===== src/rtl/wb_defs_pkg.sv =====
// -----------------------------------------------------------------------------
// wb_defs_pkg
// Shared writeback definitions: requester count, payload widths and the
// source IDs that name each completing execution unit. Decode/issue logic
// uses the same IDs, so keep them in sync with this package.
// -----------------------------------------------------------------------------
package wb_defs_pkg;

    localparam int NREQ  = 4;   // ALU, MUL, DIV, LSU
    localparam int DW    = 32;  // rf/hi/lo payload width
    localparam int AW    = 5;   // regfile address width
    localparam int SRC_W = 2;   // width of wb_src

    typedef enum logic [SRC_W-1:0] {
        SRC_ALU = 2'd0,
        SRC_MUL = 2'd1,
        SRC_DIV = 2'd2,
        SRC_LSU = 2'd3
    } wb_src_e;

    // Regfile write enable with writes to $0 suppressed.
    function automatic logic rf_write_en(input logic wena, input logic [AW-1:0] waddr);
        return wena & (waddr != {AW{1'b0}});
    endfunction

endpackage : wb_defs_pkg


===== src/rtl/rr_arbiter.sv =====
// -----------------------------------------------------------------------------
// rr_arbiter
// Combinational round-robin priority rotate. Searches req[] starting at ptr,
// wrapping modulo N, and grants the first set bit.
//   req      in   N      request vector
//   ptr      in   IW     index with highest priority this cycle
//   en       in   1      grant enable; when low no grant is produced
//   gnt      out  N      one-hot grant (all zero if none)
//   gnt_idx  out  IW     index of the granted requester (0 if none)
// -----------------------------------------------------------------------------
module rr_arbiter #(
    parameter int N  = 4,
    parameter int IW = (N > 1) ? $clog2(N) : 1
) (
    input  logic [N-1:0]  req,
    input  logic [IW-1:0] ptr,
    input  logic          en,
    output logic [N-1:0]  gnt,
    output logic [IW-1:0] gnt_idx
);

    logic [IW:0]   sum_s;
    logic [IW-1:0] idx_s;
    logic          found_s;

    // Walk the requesters in priority order ptr, ptr+1, ... (mod N).
    always_comb begin
        gnt     = {N{1'b0}};
        gnt_idx = {IW{1'b0}};
        found_s = 1'b0;
        sum_s   = {(IW+1){1'b0}};
        idx_s   = {IW{1'b0}};
        for (int k = 0; k < N; k++) begin
            sum_s = {1'b0, ptr} + (IW+1)'(k);
            // Explicit wrap so non-power-of-two N also works.
            if (sum_s >= (IW+1)'(N)) begin
                idx_s = IW'(sum_s - (IW+1)'(N));
            end else begin
                idx_s = sum_s[IW-1:0];
            end
            if (en && !found_s && req[idx_s]) begin
                gnt[idx_s] = 1'b1;
                gnt_idx    = idx_s;
                found_s    = 1'b1;
            end else begin
                found_s = found_s;
            end
        end
    end

endmodule : rr_arbiter


===== src/rtl/wb_arbiter.sv =====
// -----------------------------------------------------------------------------
// wb_arbiter
// Shares the single writeback port (regfile + HI + LO) between the completing
// execution units. At most one result is accepted per cycle (round-robin) and
// registered into the writeback stage one cycle later.
//   clk, rst                   clock, asynchronous active-high reset
//   req_valid/req_ready        per-unit handshake; req_ready is a one-hot grant
//   req_rf_*/req_hi_*/req_lo_* per-unit payloads, unit i at [i*W +: W]
//   wb_stall                   downstream cannot take a new result
//   wb_valid/wb_src            registered result valid and producing unit
//   wb_rf_*/wb_hi_*/wb_lo_*    registered regfile and HI/LO write
// -----------------------------------------------------------------------------
module wb_arbiter #(
    parameter int NREQ = wb_defs_pkg::NREQ,
    parameter int DW   = wb_defs_pkg::DW,
    parameter int AW   = wb_defs_pkg::AW
) (
    input  logic                clk,
    input  logic                rst,
    input  logic [NREQ-1:0]     req_valid,
    output logic [NREQ-1:0]     req_ready,
    input  logic [NREQ-1:0]     req_rf_wena,
    input  logic [NREQ*AW-1:0]  req_rf_waddr,
    input  logic [NREQ*DW-1:0]  req_rf_wdata,
    input  logic [NREQ-1:0]     req_hi_wena,
    input  logic [NREQ*DW-1:0]  req_hi_wdata,
    input  logic [NREQ-1:0]     req_lo_wena,
    input  logic [NREQ*DW-1:0]  req_lo_wdata,
    input  logic                wb_stall,
    output logic                wb_valid,
    output logic [1:0]          wb_src,
    output logic                wb_rf_wena,
    output logic [AW-1:0]       wb_rf_waddr,
    output logic [DW-1:0]       wb_rf_wdata,
    output logic                wb_hi_wena,
    output logic [DW-1:0]       wb_hi_wdata,
    output logic                wb_lo_wena,
    output logic [DW-1:0]       wb_lo_wdata
);

    import wb_defs_pkg::*;

    localparam int IW = (NREQ > 1) ? $clog2(NREQ) : 1;

    logic [IW-1:0]   ptr_q, ptr_d;
    logic [NREQ-1:0] gnt_s;
    logic [IW-1:0]   gnt_idx_s;
    logic            accept_s;
    logic [AW-1:0]   sel_waddr_s;

    logic            wb_valid_q,    wb_valid_d;
    logic [1:0]      wb_src_q,      wb_src_d;
    logic            wb_rf_wena_q,  wb_rf_wena_d;
    logic [AW-1:0]   wb_rf_waddr_q, wb_rf_waddr_d;
    logic [DW-1:0]   wb_rf_wdata_q, wb_rf_wdata_d;
    logic            wb_hi_wena_q,  wb_hi_wena_d;
    logic [DW-1:0]   wb_hi_wdata_q, wb_hi_wdata_d;
    logic            wb_lo_wena_q,  wb_lo_wena_d;
    logic [DW-1:0]   wb_lo_wdata_q, wb_lo_wdata_d;

    // A stalled downstream blocks every grant, so nothing is accepted.
    rr_arbiter #(
        .N  (NREQ),
        .IW (IW)
    ) u_rr (
        .req     (req_valid),
        .ptr     (ptr_q),
        .en      (~wb_stall),
        .gnt     (gnt_s),
        .gnt_idx (gnt_idx_s)
    );

    assign req_ready   = gnt_s;
    assign accept_s    = |gnt_s;
    assign sel_waddr_s = req_rf_waddr[gnt_idx_s*AW +: AW];

    // Next-state for the round-robin pointer and writeback registers.
    always_comb begin
        ptr_d         = ptr_q;
        wb_valid_d    = wb_valid_q;
        wb_src_d      = wb_src_q;
        wb_rf_wena_d  = wb_rf_wena_q;
        wb_rf_waddr_d = wb_rf_waddr_q;
        wb_rf_wdata_d = wb_rf_wdata_q;
        wb_hi_wena_d  = wb_hi_wena_q;
        wb_hi_wdata_d = wb_hi_wdata_q;
        wb_lo_wena_d  = wb_lo_wena_q;
        wb_lo_wdata_d = wb_lo_wdata_q;
        if (wb_stall) begin
            // Downstream still owns the current result: freeze everything.
            ptr_d = ptr_q;
        end else if (accept_s) begin
            if (gnt_idx_s == IW'(NREQ-1)) begin
                ptr_d = {IW{1'b0}};
            end else begin
                ptr_d = gnt_idx_s + {{(IW-1){1'b0}}, 1'b1};
            end
            wb_valid_d    = 1'b1;
            wb_src_d      = 2'(gnt_idx_s);
            wb_rf_wena_d  = rf_write_en(req_rf_wena[gnt_idx_s], sel_waddr_s);
            wb_rf_waddr_d = sel_waddr_s;
            wb_rf_wdata_d = req_rf_wdata[gnt_idx_s*DW +: DW];
            wb_hi_wena_d  = req_hi_wena[gnt_idx_s];
            wb_hi_wdata_d = req_hi_wdata[gnt_idx_s*DW +: DW];
            wb_lo_wena_d  = req_lo_wena[gnt_idx_s];
            wb_lo_wdata_d = req_lo_wdata[gnt_idx_s*DW +: DW];
        end else begin
            // Bubble: kill the write strobes, leave address/data untouched.
            wb_valid_d   = 1'b0;
            wb_rf_wena_d = 1'b0;
            wb_hi_wena_d = 1'b0;
            wb_lo_wena_d = 1'b0;
        end
    end

    // State registers; reset drops any in-flight result.
    always_ff @(posedge clk or posedge rst) begin
        if (rst) begin
            ptr_q         <= {IW{1'b0}};
            wb_valid_q    <= 1'b0;
            wb_src_q      <= 2'd0;
            wb_rf_wena_q  <= 1'b0;
            wb_rf_waddr_q <= {AW{1'b0}};
            wb_rf_wdata_q <= {DW{1'b0}};
            wb_hi_wena_q  <= 1'b0;
            wb_hi_wdata_q <= {DW{1'b0}};
            wb_lo_wena_q  <= 1'b0;
            wb_lo_wdata_q <= {DW{1'b0}};
        end else begin
            ptr_q         <= ptr_d;
            wb_valid_q    <= wb_valid_d;
            wb_src_q      <= wb_src_d;
            wb_rf_wena_q  <= wb_rf_wena_d;
            wb_rf_waddr_q <= wb_rf_waddr_d;
            wb_rf_wdata_q <= wb_rf_wdata_d;
            wb_hi_wena_q  <= wb_hi_wena_d;
            wb_hi_wdata_q <= wb_hi_wdata_d;
            wb_lo_wena_q  <= wb_lo_wena_d;
            wb_lo_wdata_q <= wb_lo_wdata_d;
        end
    end

    assign wb_valid    = wb_valid_q;
    assign wb_src      = wb_src_q;
    assign wb_rf_wena  = wb_rf_wena_q;
    assign wb_rf_waddr = wb_rf_waddr_q;
    assign wb_rf_wdata = wb_rf_wdata_q;
    assign wb_hi_wena  = wb_hi_wena_q;
    assign wb_hi_wdata = wb_hi_wdata_q;
    assign wb_lo_wena  = wb_lo_wena_q;
    assign wb_lo_wdata = wb_lo_wdata_q;

endmodule : wb_arbiter

===== config.mk =====
export PLATFORM = sky130hd
export DESIGN_NAME = wb_arbiter
export DESIGN_NICKNAME = d
export VERILOG_FILES = /design/src/rtl/wb_defs_pkg.sv /design/src/rtl/rr_arbiter.sv /design/src/rtl/wb_arbiter.sv
export SDC_FILE = /design/constraint.sdc
export NUM_CORES = 1
export LEC_CHECK = 0
export CORE_AREA = 3 3 209 211
export DETAILED_ROUTE_END_ITERATION = 7
export DIE_AREA = 0 0 212 214
export PLACE_DENSITY = 0.51
export SYNTH_ARGS = -nofsm -noshare
export SYNTH_HDL_FRONTEND = slang
export SYNTH_SLANG_ARGS = --single-unit

===== constraint.sdc =====
create_clock -name clk -period 3.8 [get_ports clk]
set_input_delay 0.95 -clock clk [delete_from_list [all_inputs] [get_ports clk]]
set_output_delay 0.95 -clock clk [all_outputs]
set_load 0.1 [all_outputs]

Word level (Yosys, flattened, before mapping)
Cells that the tools add are included.
{"block": "classes", "add_sub_neg": 8, "n_mul": 1, "n_lt_le_gt_ge": 13, "eq_ne": 1, "shifts": 4, "n_mux": 42, "bitwise_logic": 5, "n_reduce_logical": 17}
{"operator": "128-bit by 8-bit variable part select with 32-bit output", "count": 3}
{"operator": "20-bit by 6-bit variable part select with 5-bit output", "count": 1}
{"operator": "1-bit two-way mux", "count": 18}
{"operator": "2-bit two-way mux", "count": 9}
{"operator": "4-bit two-way mux", "count": 4}
{"operator": "2-bit by 3-bit < comparator with 1-bit output, second input constant", "count": 5}
{"operator": "1-bit binary-select mux with 2-bit select", "count": 7}
{"operator": "4-bit OR", "count": 3}
{"operator": "1-bit logical AND", "count": 11}
{"operator": "3-bit >= comparator, second input constant", "count": 3}
{"operator": "1-bit demux with 2-bit select", "count": 4}
{"operator": "2-bit by 1-bit >= comparator with 1-bit output, second input constant", "count": 4}
{"operator": "2-bit by 1-bit subtractor with 2-bit output, second input constant", "count": 4}
{"operator": "2-bit by 2-bit adder with 3-bit output, second input constant", "count": 2}
{"operator": "2-bit by 3-bit multiplier with 5-bit output, second input constant", "count": 1}
{"operator": "5-bit nonzero test", "count": 1}
{"operator": "4-bit OR reduction", "count": 1}
{"operator": "2-bit by 1-bit adder with 3-bit output, second input constant", "count": 1}
{"operator": "2-bit by 3-bit >= comparator with 1-bit output, second input constant", "count": 1}
{"operator": "1-bit logical NOT", "count": 3}
{"operator": "2-bit by 1-bit adder with 2-bit output, second input constant", "count": 1}
{"operator": "2-bit equality test, second input constant", "count": 1}
{"operator": "2-bit AND reduction", "count": 1}
{"operator": "1-bit bitwise AND", "count": 1}
{"operator": "1-bit NOT", "count": 1}
{"block": "totals", "reg_bits": 109, "in_bits": 423, "out_inout_bits": 111, "word_cells": 101}

Depth between registers and ports, before layout
{"block": "depth", "ltp_word": 23, "depth_mapped": 13, "depth_no_buf": 9}

Hierarchy
Synthesis repeated with hierarchy kept, for this count alone.
{"block": "unflattened", "hier_cells": 442, "hier_area_um2": 7337.0}
{"module": "wb_arbiter", "instances": 1, "cells_per_inst": 368, "area_per_inst_um2": 6732.7, "seq_area_each_um2": 2727.6}
{"module": "rr_arbiter", "instances": 1, "cells_per_inst": 74, "area_per_inst_um2": 604.3, "seq_area_each_um2": 0.0}

Worst setup path after synthesis
No wires, ideal clock.
{"block": "synth_path", "path_kind": "register to register", "start": "register ptr_q[0]", "end": "register wb_hi_wdata_q[0] (netlist: wb_hi_wdata[0])", "arrival_ns": 5.355, "required_ns": 3.674, "slack_ns": -1.682, "stages_incl_launch_ff": 12, "path_cell_list": "dfrtp_1 -> buf_2 -> inv_1 -> ha_1 -> mux4_2 -> a211o_1 -> o311ai_1 -> nor4_4 -> inv_2 -> buf_6 -> buf_6 -> mux2_4"}
{"block": "synth_via", "elab_chain_len": 20, "elab_cells_between_ends": 70, "classes_between": "add/sub: 7; order compare: 12; shift: 1; mux: 31; bitwise: 3; reduce/logical: 16"}
{"item": "from (decl)", "line_no": "wb_arbiter.sv:45", "text": "logic [IW-1:0] ptr_q, ptr_d;"}
{"item": "from (signal assigned)", "line_no": "wb_arbiter.sv:119", "text": "ptr_q <= {IW{1'b0}};"}
{"item": "from (signal assigned)", "line_no": "wb_arbiter.sv:130", "text": "ptr_q <= ptr_d;"}
{"item": "parallel branches: the longest is 17 deep, another holds 2-bit by 1-bit adder with 3-bit output"}
{"item": "4-bit two-way mux (*)", "line_no": "rr_arbiter.sv:41", "text": "if (en && !found_s && req[idx_s]) begin"}
{"item": "named net req_ready[3]", "line_no": "wb_arbiter.sv:21", "text": "output logic [NREQ-1:0] req_ready,"}
{"item": "4-bit OR reduction (*)", "line_no": "wb_arbiter.sv:74", "text": "assign accept_s = |gnt_s;"}
{"item": "2-bit AND reduction (no line) (*)"}
{"item": "to (signal assigned)", "line_no": "wb_arbiter.sv:126", "text": "wb_hi_wdata_q <= {DW{1'b0}};"}
{"item": "to (signal assigned)", "line_no": "wb_arbiter.sv:137", "text": "wb_hi_wdata_q <= wb_hi_wdata_d;"}
{"item": "to (decl)", "line_no": "wb_arbiter.sv:57", "text": "logic [DW-1:0] wb_hi_wdata_q, wb_hi_wdata_d;"}
Mark *: on every way through the listed nets, which the timed path passes. The select of a mux whose other input is x is not followed.
A chain may end at the register's enable or synchronous reset.

Final worst setup path
{"block": "layout_path", "start": "input port req_valid[1]", "end": "output port req_ready[0]"}
{"block": "layout_via", "elab_chain_len": 16, "elab_cells_between_ends": 28, "classes_between": "mux: 15; bitwise: 3; reduce/logical: 10"}
{"item": "from (decl)", "line_no": "wb_arbiter.sv:20", "text": "input logic [NREQ-1:0] req_valid,"}
{"item": "1-bit binary-select mux with 2-bit select", "line_no": "rr_arbiter.sv:41"}
{"item": "1-bit two-way mux (implied by the code)", "line_no": "rr_arbiter.sv:41"}
{"item": "1-bit logical AND", "line_no": "rr_arbiter.sv:41"}
{"item": "1-bit two-way mux", "line_no": "rr_arbiter.sv:41"}
{"item": "1-bit logical NOT", "line_no": "rr_arbiter.sv:41"}
{"item": "1-bit logical AND (2 in series)", "line_no": "rr_arbiter.sv:41"}
{"item": "1-bit two-way mux", "line_no": "rr_arbiter.sv:41"}
{"item": "1-bit logical NOT", "line_no": "rr_arbiter.sv:41"}
{"item": "1-bit logical AND (2 in series)", "line_no": "rr_arbiter.sv:41"}
{"item": "1-bit two-way mux", "line_no": "rr_arbiter.sv:41"}
{"item": "1-bit logical NOT", "line_no": "rr_arbiter.sv:41"}
{"item": "1-bit logical AND (2 in series)", "line_no": "rr_arbiter.sv:41"}
{"item": "4-bit two-way mux (*)", "line_no": "rr_arbiter.sv:41"}
{"item": "to (decl)", "line_no": "wb_arbiter.sv:21"}
Mark *: on every way between the ends. The rest lies on a longest branch, timed or not. The select of a mux whose other input is x is not followed.

==> metrics <==
run status completed; post-synthesis sequential area ratio 0.3671; cell family with most CP delay buffers and inverters; fin. max-slew vios 0; DR vias 6635; Synth cell types 43; Bufs on Longest Clock Path 2; Async SR Flop Fraction 1.000; CP startpoint kind input port; Mapped Nets 879; Port Buffers 533; Power Internal 0.007567 W; multi-input logic area 4513 µm²; IO Pins 534; Area Growth Syn to Fin 91.95%; CTS clk-pin slew, worst paths 0.07 ns; die area 45370 µm²; worst-path maximum fanout 10; Comb power frac 0.804; hold_buf cts 0; global route overflow 0; Max Freq 274.8 MHz; pin count of the biggest net entering global routing 110; top cells by count, synth 109 x dfrtp_1, 104 x mux4_2, 67 x mux2_4; Worst Tran Pin Value 1.036 ns; routed length per placed instance 21.53 µm; detailed placement HPWL 27.54 mm; vias per cell 4.253; Finished Layout Cells 1560; post-synthesis sequential element count 109; # rows 75; crit-path cells dlygate4sd2_1 -> buf_6 -> or3b_2 -> o22ai_4 -> buf_6 -> a31oi_1 -> o211ai_1 -> buf_4 -> buf_12; Total GRT Usage 0.1453; register cell area after layout 2729 µm²; crit path DAT 2.69 ns; pre-CTS setup slack -0.2628 ns; Clock Sinks 109; setup ws final 0.1616 ns; setup TNS 0 ns; CTS Buf Count 9; Setup-failing EPs final 0; final WL 33.59 mm; worst path bufs/invs 5; initial antenna violation count 0; leak pwr 5.482 nW; fin crit share 0.9575; fin nets 1446; CP Class input port to output port; layout cells sized above 1 0.3222; RSZ-0062 raised after global routing false; cell with the most instances after synthesis dfrtp_1; cell count after synthesis 449; crit-path most repeated cell buf_6; Synth warnings 0; clk_lat worst skew 0.37 ns; TritonCTS clock tree yes; H-tree level count 3; # fillers 4148; worst rel slew slack 0.3071; Synth Area per Inst 16.55 µm²; Inserted Diodes 0; Layout Skew 0.008203 ns; Tmin final 3.638 ns; EDFF count, synth 0; drt drc 0; clock root buffer clkbuf_16; max incr delay on CP 0.50 ns; WP data required 2.85 ns; Synth area leaders dfrtp_1 37%, mux4_2 32%, mux2_4 14%; synthesized area 7430 µm²; switch share 0.5216; Routability Congestion 0.8585; vias in the first global route 7287; core area 41950 µm²; Clock power frac 0.058; max-cap violation count 0; CP max stage cell or3b_2; PD cells 1109 nW/µm²; Synth Flop Type dfrtp_1; HP Class flip-flop to flip-flop; initial drt markers 252; Yosys top cell area share 0.3671; first-pass GRT wire length 49.12 mm; power share of the sequential group 0.138; cell taking the most area after synthesis dfrtp_1; initial core utilization 0.1771; die height 214 µm; Final Hold Fails 0; Die Span X 212 µm; total placed cells including tap cells 1539; 1st-pass router iterations 4; antenna-violating nets left 0; Crit. End Element output port; Peak VDD IR 0.4736 mV; Psw 0.008251 W; post-layout util 0.3400
path summary, 6_finish.rpt:
path	end	depth (start not counted)	slack, ns	from
hold reg to reg	wb_valid$_DFFE_PP0N_	2	0.49	wb_valid$_DFFE_PP0N_
min in group asynchronous	wb_lo_wdata[18]$_DFFE_PP0P_	3	1.08	rst
setup reg to reg	wb_hi_wdata[7]$_DFFE_PP0P_	13	0.50	ptr_q[1]$_DFFE_PP0P_
max in group asynchronous	wb_rf_waddr[3]$_DFFE_PP0P_	3	2.16	rst
setup / recovery	req_ready[0]	9	0.16	req_valid[1]
hold / removal	wb_valid$_DFFE_PP0N_	2	0.49	wb_valid$_DFFE_PP0N_
through the flow:
| step | hold slack [ns] | total power (W) | area, µm² |
|---|---|---|---|
| after floorplan | 0.7339 | 0.01154 | 7478 |
| after global placement | 0.4622 | 0.01492 | 13900 |
| after detailed placement | 0.4646 | 0.01497 | 13900 |
| after CTS | 0.4917 | 0.01604 | 14250 |
| after global routing | 0.5207 | 0.01658 | 14260 |
| final | 0.4867 | 0.01582 | 14260 |
registers in the layout, summed over array words and instances, names as in the netlist, 2 cells and up:
name and flops:
wb_lo_wdata 32, wb_hi_wdata 32, wb_rf_wdata 32, wb_src 2, wb_rf_waddr 5, ptr_q 2
cells in the final DEF, fill, tap and decap left out, types with 2 or more instances in the layout:
cell type	n
or3_1	2
nor2_1	3
o21ai_0	4
buf_4	66
clkinvlp_4	3
a21oi_1	2
nor2b_1	2
dfrtp_1	108
nand2_1	6
ha_1	6
nor4_1	4
clkbuf_1	3
mux2_2	39
clkdlybuf4s50_1	504
buf_6	4
nor3b_1	2
mux4_2	104
nand3b_1	4
clkinv_2	2
clkbuf_16	9
inv_1	7
mux2i_1	9
dlygate4sd2_1	4
nand2b_1	2
a22o_1	2
a31oi_1	4
buf_12	21
o311ai_4	2
o211ai_1	2
mux2_4	67
nand3_1	3
routing by layer:
metal  up-vias  share of wire  track usage
met5         -              0            0
met4         0          0.012      0.03840
met3        16          0.077      0.03691
met2       265           0.51       0.2580
met1      3380           0.40       0.1738
li1       2974              -            -
area by class of cell:
cell class	count	share of cell area
clock buffers	12	0.01658
clock inverters	4	0.001755
inverters	9	0.002983
multi-input cells	288	0.3165
flip-flops and latches	109	0.1913
well taps	539	0.04729
repair buffers	599	0.4236
power by group through the flow:
stage | registers (W) | logic [W] | clock network [W]
after floorplan | 0.00640 | 0.00513 | 0
after detailed placement | 0.00221 | 0.0128 | 0
after CTS | 0.00220 | 0.0129 | 0.000982
final | 0.00219 | 0.0127 | 0.000915
after global placement | 0.00220 | 0.0127 | 0
after global routing | 0.00228 | 0.0133 | 0.00101
logic make-up (layout without fill, tap and decap cells):
kind of cell | count (synthesis) | in the layout | share of synthesized area
and+or+nand+nor | 33 | 33 | 0.02846
adders and majority gates | 7 | 7 | 0.01179
DFF | 109 | 109 | 0.3671
AOI/OAI and AO/OA | 29 | 29 | 0.03166
muxes | 219 | 219 | 0.5219
buffers and inverters | 52 | 624 | 0.03907
worst register-to-register path, cell delays in order (launching register included):
cell	delay, ns
dfrtp_1	0.36
inv_1	0.13
ha_4	0.32
buf_4	0.16
mux2i_1	0.30
o22ai_4	0.13
buf_6	0.14
a32oi_1	0.29
o311ai_4	0.19
nor4_4	0.41
inv_6	0.14
buf_12	0.21
buf_4	0.15
mux2_2	0.26
timing repair:
item,4_1_cts,5_1_grt
gates resized for setup,15,0
setup buffers,3,2
setup endpoints to repair,4,1
pin swaps,4,2
Note: power is estimated with default switching activity, not from simulation.
